### config.mk
export PLATFORM = sky130hd
export DESIGN_NAME = booth16_mult_ctrl
export DESIGN_NICKNAME = d
export VERILOG_FILES = /design/src/rtl/mult_pkg.sv /design/src/rtl/booth16_digit_enc.sv /design/src/rtl/booth16_mult_ctrl.sv
export SDC_FILE = /design/constraint.sdc
export NUM_CORES = 1
export LEC_CHECK = 0
export ABC_AREA = 1
export ABC_CLOCK_PERIOD_IN_PS = 2300
export BUFFER_PORTS_ARGS = -buffer_cell sky130_fd_sc_hd__buf_2
export CAP_MARGIN = 20
export CELL_PAD_IN_SITES_DETAIL_PLACEMENT = 1
export CELL_PAD_IN_SITES_GLOBAL_PLACEMENT = 1
export CORE_UTILIZATION = 41
export CTS_CLUSTER_DIAMETER = 50
export DETAILED_ROUTE_END_ITERATION = 10
export PLACE_DENSITY = 0.75
export SLEW_MARGIN = 20
export SYNTH_ARGS = -nofsm -noshare
export SYNTH_HDL_FRONTEND = slang
export SYNTH_SLANG_ARGS = --single-unit
### constraint.sdc
create_clock -name clk -period 2.3 [get_ports clk]
set_input_delay 0.345 -clock clk [delete_from_list [all_inputs] [get_ports clk]]
set_output_delay 0.345 -clock clk [all_outputs]
set_load 0.005 [all_outputs]
### src/rtl/mult_pkg.sv
// Shared types for the radix-16 Booth multiplier controller and datapath.
// FSM state enum, partial-product select encodings and the default width.
package mult_pkg;

  localparam int DEF_WIDTH = 32;

  typedef enum logic [1:0] {
    ST_IDLE,
    ST_LOAD,
    ST_RUN,
    ST_FIN
  } state_t;

  localparam logic [2:0] SEL_A_0  = 3'd0;
  localparam logic [2:0] SEL_A_1X = 3'd1;
  localparam logic [2:0] SEL_A_2X = 3'd2;
  localparam logic [2:0] SEL_A_4X = 3'd3;
  localparam logic [2:0] SEL_A_8X = 3'd4;

  localparam logic [1:0] SEL_B_0  = 2'd0;
  localparam logic [1:0] SEL_B_1X = 2'd1;
  localparam logic [1:0] SEL_B_2X = 2'd2;

  localparam logic       SEL_C_0  = 1'b0;
  localparam logic       SEL_C_1X = 1'b1;

endpackage

### src/rtl/booth16_digit_enc.sv
// Radix-16 Booth digit encoder: 5-bit window -> multiple selects + sign.
// Ports: i_win (window), o_sel_a/o_sel_b/o_sel_c (multiples), o_sign.
import mult_pkg::*;

module booth16_digit_enc (
  input  logic [4:0] i_win,
  output logic [2:0] o_sel_a,
  output logic [1:0] o_sel_b,
  output logic       o_sel_c,
  output logic       o_sign
);

  logic [4:0] w_d;
  logic [4:0] w_mag;
  logic       w_neg;

  // Signed value of w[4:1] plus the overlap bit w[0]: range -8..+8.
  assign w_d   = {i_win[4], i_win[4:1]} + {4'b0, i_win[0]};
  assign w_neg = w_d[4];
  assign w_mag = w_neg ? (5'd0 - w_d) : w_d;

  always_comb begin
    o_sel_a = SEL_A_0;
    o_sel_b = SEL_B_0;
    o_sel_c = SEL_C_0;
    o_sign  = w_neg & (w_mag != 5'd0);
    case (w_mag)
      5'd1: o_sel_a = SEL_A_1X;
      5'd2: o_sel_a = SEL_A_2X;
      5'd3: begin
        o_sel_a = SEL_A_2X;
        o_sel_b = SEL_B_1X;
      end
      5'd4: o_sel_a = SEL_A_4X;
      5'd5: begin
        o_sel_a = SEL_A_4X;
        o_sel_b = SEL_B_1X;
      end
      5'd6: begin
        o_sel_a = SEL_A_4X;
        o_sel_b = SEL_B_2X;
      end
      5'd7: begin
        o_sel_a = SEL_A_4X;
        o_sel_b = SEL_B_2X;
        o_sel_c = SEL_C_1X;
      end
      5'd8: o_sel_a = SEL_A_8X;
      default: ;
    endcase
  end

endmodule

### src/rtl/booth16_mult_ctrl.sv
// Radix-16 Booth multiplier sequencing controller (IDLE/LOAD/RUN/FIN).
// Ports: clk, rst, start, is_signed, B in; load_a, acc_clr, acc_en,
// shift_en, SelBoothA/B/C, Sign, busy, done out (all registered).
// Option: define MULT_EARLY_EXIT_EN to leave RUN once the digits left are 0.
import mult_pkg::*;

module booth16_mult_ctrl #(
  parameter int WIDTH = DEF_WIDTH
) (
  input  logic             clk,
  input  logic             rst,
  input  logic             start,
  input  logic             is_signed,
  input  logic [WIDTH-1:0] B,
  output logic             load_a,
  output logic             acc_clr,
  output logic             acc_en,
  output logic             shift_en,
  output logic [2:0]       SelBoothA,
  output logic [1:0]       SelBoothB,
  output logic             SelBoothC,
  output logic             Sign,
  output logic             busy,
  output logic             done
);

  localparam int NDIG = WIDTH / 4 + 1;
  localparam int BW   = WIDTH + 5;
  localparam int CW   = $clog2(NDIG + 1);
  localparam logic [CW-1:0] LAST = CW'(NDIG - 1);

  state_t        r_state;
  logic [BW-1:0] r_breg;
  logic [CW-1:0] r_cnt;

  logic [2:0] w_sel_a;
  logic [1:0] w_sel_b;
  logic       w_sel_c;
  logic       w_sign;
  logic       w_ext;
  logic       w_last;

  booth16_digit_enc u_enc (
    .i_win   (r_breg[4:0]),
    .o_sel_a (w_sel_a),
    .o_sel_b (w_sel_b),
    .o_sel_c (w_sel_c),
    .o_sign  (w_sign)
  );

  assign w_ext = is_signed & B[WIDTH-1];

  // r_breg already holds the window of the next digit, so a uniform
  // register means every digit still to come is zero.
`ifdef MULT_EARLY_EXIT_EN
  assign w_last = (r_cnt == LAST) ||
                  (r_breg == '0) || (r_breg == '1);
`else
  assign w_last = (r_cnt == LAST);
`endif

  always_ff @(posedge clk) begin
    if (rst) begin
      r_state   <= ST_IDLE;
      r_breg    <= '0;
      r_cnt     <= '0;
      load_a    <= 1'b0;
      acc_clr   <= 1'b0;
      acc_en    <= 1'b0;
      shift_en  <= 1'b0;
      SelBoothA <= SEL_A_0;
      SelBoothB <= SEL_B_0;
      SelBoothC <= SEL_C_0;
      Sign      <= 1'b0;
      busy      <= 1'b0;
      done      <= 1'b0;
    end else begin
      load_a    <= 1'b0;
      acc_clr   <= 1'b0;
      acc_en    <= 1'b0;
      shift_en  <= 1'b0;
      SelBoothA <= SEL_A_0;
      SelBoothB <= SEL_B_0;
      SelBoothC <= SEL_C_0;
      Sign      <= 1'b0;
      busy      <= 1'b0;
      done      <= 1'b0;
      unique case (r_state)
        ST_IDLE: begin
          if (start) begin
            r_breg  <= {{4{w_ext}}, B, 1'b0};
            r_state <= ST_LOAD;
            load_a  <= 1'b1;
            acc_clr <= 1'b1;
            busy    <= 1'b1;
          end
        end
        ST_LOAD: begin
          r_state   <= ST_RUN;
          r_cnt     <= '0;
          busy      <= 1'b1;
          acc_en    <= 1'b1;
          shift_en  <= 1'b1;
          SelBoothA <= w_sel_a;
          SelBoothB <= w_sel_b;
          SelBoothC <= w_sel_c;
          Sign      <= w_sign;
          r_breg    <= {{4{r_breg[BW-1]}}, r_breg[BW-1:4]};
        end
        ST_RUN: begin
          if (w_last) begin
            r_state <= ST_FIN;
            done    <= 1'b1;
          end else begin
            r_cnt     <= r_cnt + 1'b1;
            busy      <= 1'b1;
            acc_en    <= 1'b1;
            shift_en  <= 1'b1;
            SelBoothA <= w_sel_a;
            SelBoothB <= w_sel_b;
            SelBoothC <= w_sel_c;
            Sign      <= w_sign;
            r_breg    <= {{4{r_breg[BW-1]}}, r_breg[BW-1:4]};
          end
        end
        ST_FIN: begin
          r_state <= ST_IDLE;
        end
        default: r_state <= ST_IDLE;
      endcase
    end
  end

endmodule

## Yosys cells after proc, flatten, opt, wreduce, memory -nomap -nowiden

Index checks and enable logic that the tools add are counted.
Widths: inputs -> output; s select.

| operators by class | value |
|---|---|
| bitwise gates (word level) | 5 |
| multiplexer cells | 25 |
| eq/ne operators | 15 |
| add/sub/neg operators | 3 |
| reductions and logical operators | 14 |

Operators with widths:

| operator | count |
|---|---|
| $pmux 37 s3 | 1 |
| $mux 37 | 1 |
| $mux 36 | 1 |
| $eq 5x3->1 const B | 4 |
| $pmux 3 s4 | 1 |
| $eq 5x2->1 const B | 2 |
| $reduce_or 2->1 | 5 |
| $pmux 2 s2 | 2 |
| $pmux 2 s4 | 1 |
| $pmux 4 s2 | 1 |
| $mux 1 | 6 |
| $mux 2 | 3 |
| $ne 2x2->1 const B | 3 |
| $pmux 1 s2 | 3 |
| $pmux 3 s2 | 1 |
| $add 4x2->5 | 1 |
| $eq 5x1->1 const B | 1 |
| $eq 5x4->1 const B | 1 |
| $mux 5 | 1 |
| $reduce_bool 5->1 | 1 |
| $sub 1x5->5 const A | 1 |
| $add 4x1->4 const B | 1 |
| $eq 2x2->1 const B | 2 |
| $eq 4x4->1 const B | 1 |
| other kinds (13) | 17 |

| word-level totals | value |
|---|---|
| bits of input ports | 36 |
| register bits after elaboration | 54 |
| logic and storage cells | 74 |
| output and inout port bits | 13 |

## Longest topological paths before layout

| logic depth | value |
|---|---|
| depth in word-level cells | 8 |
| mapped depth | 12 |
| gate-level depth less buffers | 12 |

## Hierarchy

From an unflattened synthesis, not the netlist that was laid out.

| second synthesis, totals | value |
|---|---|
| cell total of the unflattened synthesis | 453 |
| area total of the unflattened synthesis | 2931.6 µm² |

By module, submodules not included:

| module | sequential area each (µm²) | area an instance (µm²) | instances | cells an instance |
|---|---|---|---|---|
| booth16_mult_ctrl | 1041.0 | 2605.0 | 1 | 394 |
| booth16_digit_enc | 0.0 | 326.6 | 1 | 59 |

## Least setup slack after synthesis

No wires, ideal clock.

| timing path | value |
|---|---|
| path type | reg-to-reg |
| start point | register r_breg[0] |
| end point | register Sign |
| setup slack | 0.584 ns |
| required time | 2.186 ns |
| path buffers | 0 |
| data arrival time | 1.602 ns |
| clock period less this slack | 1.716 ns |
| setup time | 0.114 ns |
| stages on the path, launching flop included | 13 |
| cell sequence | dfxtp_1 ha_1 ha_1 inv_1 ha_1 inv_1 nand2_1 nand3_1 nand2_1 inv_1 nand2_1 a21oi_1 nor2_1 |

| between the ends | value |
|---|---|
| cells in the longest elaborated chain, start to end | 7 |

Ends and longest elaborated chain:

| element | line | RTL |
|---|---|---|
| start: declaration | booth16_mult_ctrl.sv:33 | `logic [BW-1:0] r_breg;` |
| start signal: assignment | booth16_mult_ctrl.sv:91 | `r_breg <= {{4{w_ext}}, B, 1'b0};` |
| start signal: assignment | booth16_mult_ctrl.sv:108 | `r_breg <= {{4{r_breg[BW-1]}}, r_breg[BW-1:4]};` |
| start signal: assignment | booth16_mult_ctrl.sv:123 | `r_breg <= {{4{r_breg[BW-1]}}, r_breg[BW-1:4]};` |
| $add 4x2->5 (*) | booth16_digit_enc.sv:18 | `assign w_d = {i_win[4], i_win[4:1]} + {4'b0, i_win[0]};` |
| $sub 1x5->5 | booth16_digit_enc.sv:20 | `assign w_mag = w_neg ? (5'd0 - w_d) : w_d;` |
| $mux 5 | booth16_digit_enc.sv:20 |  |
| $reduce_bool 5->1 | booth16_digit_enc.sv:26 | `o_sign = w_neg & (w_mag != 5'd0);` |
| $and 1x1->1 (*) | booth16_digit_enc.sv:26 |  |
| $mux 1 | booth16_mult_ctrl.sv:111 | `if (w_last) begin` |
| $pmux 1 s2 (*) | booth16_mult_ctrl.sv:88 | `unique case (r_state)` |
| end signal: assignment | booth16_mult_ctrl.sv:107 | `Sign <= w_sign;` |
| end signal: assignment | booth16_mult_ctrl.sv:122 | `Sign <= w_sign;` |
| end: declaration | booth16_mult_ctrl.sv:22 | `output logic Sign,` |

Mark *: on every way between the ends. The rest lies on a longest branch, timed or not.
A chain may end at the register's enable or synchronous reset.

## Final worst setup path

| timing path | value |
|---|---|
| start point | register r_breg[1] |
| end point | register SelBoothA[0] |

| between the ends | value |
|---|---|
| cells in the longest elaborated chain, start to end | 8 |
| elaborated cells on any way between the ends | 16 |
| those cells by class | add/sub: 2; eq/ne: 8; mux: 4; reduce/logical: 2 |

Ends and longest elaborated chain:

| element | line | RTL |
|---|---|---|
| $add 4x2->5 (*) | booth16_digit_enc.sv:18 |  |
| $sub 1x5->5 | booth16_digit_enc.sv:20 |  |
| $mux 5 (*) | booth16_digit_enc.sv:20 |  |
| $eq 5x3->1 or $eq 5x2->1 (tied branches) | booth16_digit_enc.sv:27 | `case (w_mag)` |
| $reduce_or 4->1 (no line) or $reduce_or 2->1 (tied branches) | -- |  |
| $pmux 3 s4 (*) | booth16_digit_enc.sv:27 |  |
| $mux 3 | booth16_mult_ctrl.sv:111 |  |
| $pmux 3 s2 (*) | booth16_mult_ctrl.sv:88 |  |
| end signal: assignment | booth16_mult_ctrl.sv:104 | `SelBoothA <= w_sel_a;` |
| end signal: assignment | booth16_mult_ctrl.sv:119 | `SelBoothA <= w_sel_a;` |
| end: declaration | booth16_mult_ctrl.sv:19 | `output logic [2:0] SelBoothA,` |

Marked as above.

==> results by stage <==
Route:
- Dividing the detail-routed wire length by the instance count gives between 10 and 15 um.
- The routed layout has 2,274 vias.
- The iteration count of the initial detailed-routing pass is 4.
- The number of remaining DRC errors is 0.
- After detailed routing, the number of vias per cell comes to a little over 5.
- The number of violations reported at the end of detailed-routing iteration 0 is 75.
- The final wirelength is about 5900 um.
- The number of nets with antenna violations after detailed routing is 0.

Pwr:
- The largest voltage drop on the vdd net is 0.5343 mV.
- The analysis attributes to net switching a power of between 1.5 and 2 mW.
- Power comes to ~4.0 mW.
- The leakage component of the power is approximately 1.6 nW.
- The total power divided by cell area is approximately 1300 mW/mm^2.
- The part of the total power dissipated in sequential elements is 34.4%.
- In this run, the clock network consumes approximately 15% of the power.
- The switching part of the total power is a little over two fifths.
- Combinational cells account for between 50% and 60% of the total power.
- The internal power of the cells is roughly 2.2 mW.

Synth:
- Of all cell types, the one taking the most synthesized area is dfxtp_1.
- The synthesized netlist devotes just under 30% of its cell area to simple gates.
- Each instance of the synthesized netlist takes up on average between 8 and 9 sq um.
- The multiplexer share of the synthesized area is 0%.
- Yosys attributes the largest share of cell area to dfxtp_1 39%, nand2_1 11%, o211a_1 11%.
- The area fraction in compound gates after synthesis is between 10% and 20%.
- For this run, the number of Yosys warnings is 0.
- The synthesized design devotes to its leading area cell type between 30% and 40% of total area.
- The number of enable-type register cells in the synthesized netlist is 0.
- The post-synthesis register bit count is 52.
- The main flop type after synthesis is dfxtp_1.
- The synthesized netlist net count is approximately 370.
- Synthesis handed over a netlist of 326 instances.
- The most common cell in the netlist is nand2_1.
- The cell area that synthesis handed to floorplanning was approximately 0.0027 sq mm.
- The part of the Yosys area used for sequential elements is 38.91%.
- The synthesized netlist devotes 5.613% of its cell area to adder and majority cells.
- After synthesis, the share of flip-flops with an asynchronous set or reset is 0%.
- The synthesized netlist devotes 0% of its cell area to XOR and XNOR gates.
- In this run, distinct cell masters in the synthesized netlist total 27.
- After synthesis, the most frequently instantiated cells are 81 x nand2_1, 52 x dfxtp_1, 29 x nand3_1, 29 x o211a_1, 24 x inv_1.
- The main combinational cell family by area after synthesis is simple AND/OR/NAND/NOR gates.

CTS:
- The total setup buffers inserted after CTS is 0.
- The maximum level of the CTS H-tree is 2.
- The number of buffers created by CTS is 5.
- The cell sitting at the root of the clock tree is a clkbuf_8.
- The clock transition at the registers of the reported paths is about 100 ps.
- Gates resized during post-CTS repair numbered 0.
- The clock reaches the later pin of the worst-skew pair after ~300 ps.
- CTS saw 52 sinks.
- The clock passes through at most 2 buffers.
- The number of buffers inserted for hold repair after clock tree synthesis is 0.
- TritonCTS built the clock tree.

Floorplan:
- The number of primary I/O pins is 49.
- The total die area is between 0.006 and 0.007 sq mm.
- In this run the vertical extent of the chip is between 80 and 90 um.
- In this run the standard cell core region covers between 0.006 and 0.007 sq mm.
- Row generation in the floorplan step produced 29 rows.
- The initial core utilization is between 40% and 50%.
- From left edge to right edge, the die measures a little over 80 um.

Worst setup path:
- The worst register-to-register path ends at SelBoothA[0].
- The slowest cell on the critical path is dfxtp_1.
- Counting stages on the worst path, the most repeated cell is ha_1.
- The register-to-register setup slack is 380 ps.
- The worst setup path is captured at a register.
- The delay of the slowest critical-path stage is approximately 340 ps.
- For the worst setup path, the data arrival time is roughly 2200 ps.
- The number of cells on the worst reg-to-reg path is 9.
- Together, buffers and inverters on the worst path number 2.
- The signal on the critical path passes through ha_1, ha_1, inv_1, ha_1, inv_1, nand3_1, a21oi_1, nand3_1, a21oi_1.
- Data on the critical path is required at its endpoint by approximately 2500 ps.
- In this run the critical register-to-register path is launched from r_breg[1].
- The biggest fanout along the worst timing path is 3.
- The category of the most critical setup path is register to register.
- The kind of start point of the critical path is a register.
- The cell family contributing the most delay on the critical path is adder cells.

Cells and area:
- The number of cells in the finished layout apart from fillers is ~440.
- Relative to the synthesized area, the layout overhead comes to 11.93%.
- 0 antenna diodes ended up in the layout.
- The final-stage net count is roughly 410.
- The fraction of layout cells with a size suffix above 1 is ~24%.

STA:
- The max-slew violation count is 0.
- Setup repair after global routing left no endpoint under its margin.
- The post-route fraction of the period consumed by the critical path is 83.61%.
- After routing, the total negative slack on setup checks comes to 0 ps.
- The worst path needs about 1900 ps of the cycle, external delays included.
- The pin slew with the least headroom to its limit is 483.8 ps.
- The number of hold violations in the final report is 0.
- The headroom to the max-slew limit is 67.75%.
- Static timing analysis puts the maximum clock frequency at slightly above 0.5 GHz.
- After layout, the worst setup slack is 376.9 ps.
- The count of final setup violators is 0.
- Hold timing on the final database bottoms out at a slack of ~320 ps.
- Between clock sinks in the finished design, the worst skew comes to approximately 11 ps.

Hold path:
- Counting instances, the worst hold path has a depth of 3.
- The path with the worst hold slack has its endpoint at acc_clr.
- The origin of the worst min-delay path is start.
- The worst hold path belongs to the class input port to register.

Global routing:
- The initial antenna violation count came to 0.
- The total congestion overflow is 0.
- The maximum number of pins on one net before global-route repair is between 60 and 70.
- The number of global-route vias before repair is ~2,200.
- The first global-routing pass estimated 9742 um of wire.
- In the global route stage, overall resource usage came out at ~18%.

Placement:
- The count of input and output buffers is 48.
- The setup slack at placement is about 400 ps.
- The post-detailed-placement half-perimeter wirelength is between 4000 and 5000 um.
- The cell count after placement is ~440.
- The global placer's final weighted congestion is about 0.75.

Job:
- Max-cap violations in this run came to 0.

Outcome:
- The flow ran to the end, and the final reports show no timing, DRC or antenna violations.
==> power by group through the flow <==
stage | Sequential [mW] | Combinational, mW | Clock (mW)
floorplan | 1.33 | 1.71 | 0
global placement | 1.37 | 1.96 | 0
detailed placement | 1.38 | 2.01 | 0
CTS | 1.37 | 2.03 | 0.635
global route | 1.40 | 2.28 | 0.663
finish | 1.36 | 1.99 | 0.610
==> cell usage in the layout, fill, tap and decap left out, drive strengths merged <==
master  instances
nand2          86
dfxtp          52
buf            52
nand3          47
o211a          29
inv            26
nor2           18
a21oi          15
ha             12
o21ai          12
clkbuf          6
nor3            4
nand4           2
clkinv          2
nand3b          1
o31ai           1
bufinv          1
==> worst min-delay path: stages <==
cell	delay (ps)
buf_2	120
inv_1	60
nor3_1	40
==> cell families (layout without fill, tap and decap cells) <==
kind of cell               after synthesis  count (layout)
buffers and inverters                   47              87
adders and majority gates               12              12
DFF                                     52              52
and+or+nand+nor                        158             158
AOI/OAI and AO/OA                       57              57
==> worst max-delay path by stage <==
| stage | from | endpoint | slack, ps | cells past startpoint |
|---|---|---|---|---|
| CTS | r_breg[1] | SelBoothA[0] | 370 | 9 |
| finish | r_breg[1] | SelBoothA[0] | 380 | 9 |
| detailed placement | r_breg[0] | SelBoothA[0] | 390 | 9 |
| global route | r_breg[0] | SelBoothA[0] | 140 | 9 |
| floorplan | r_breg[0] | Sign | 580 | 12 |
| global placement | r_breg[0] | Sign | 490 | 12 |
==> metal layers <==
layer | vias up | GRT usage (%) | part of all wire (%)
met2 | 34 | 33.20 | 48
li1 | 1163 | - | -
met4 | 0 | 3.103 | 0.49
met1 | 1075 | 22.64 | 49
met3 | 2 | 3.279 | 2.9
met5 | - | 0 | 0
==> layout make-up <==
cell class                      count  area [sq um]
Tap cell                           77         96.34
Fill cell                         799          3319
Timing Repair Buffer               52         270.3
Inverter                           27         106.4
Multi-Input combinational cell    227          1373
Clock inverter                      2         35.03
Sequential cell                    52          1041
Clock buffer                        6         72.57
==> registers in the layout (all words and copies together) (netlist names) <==
name	count
r_breg	35
r_cnt	4
SelBoothA	3
SelBoothB	2
r_state	2
SelBoothC	1
Sign	1
acc_clr	1
busy	1
done	1
shift_en	1
==> stage by stage <==
step / cell area [sq um] / utilization [%]
2_1_floorplan: 2675 / -
3_3_place_gp: 2887 / 45.72
3_5_place_dp: 2887 / 45.72
4_1_cts: 2994 / 47.42
5_1_grt: 2994 / 47.42
6_report: 2994 / 47.42
(Power assumes the default switching activity.)
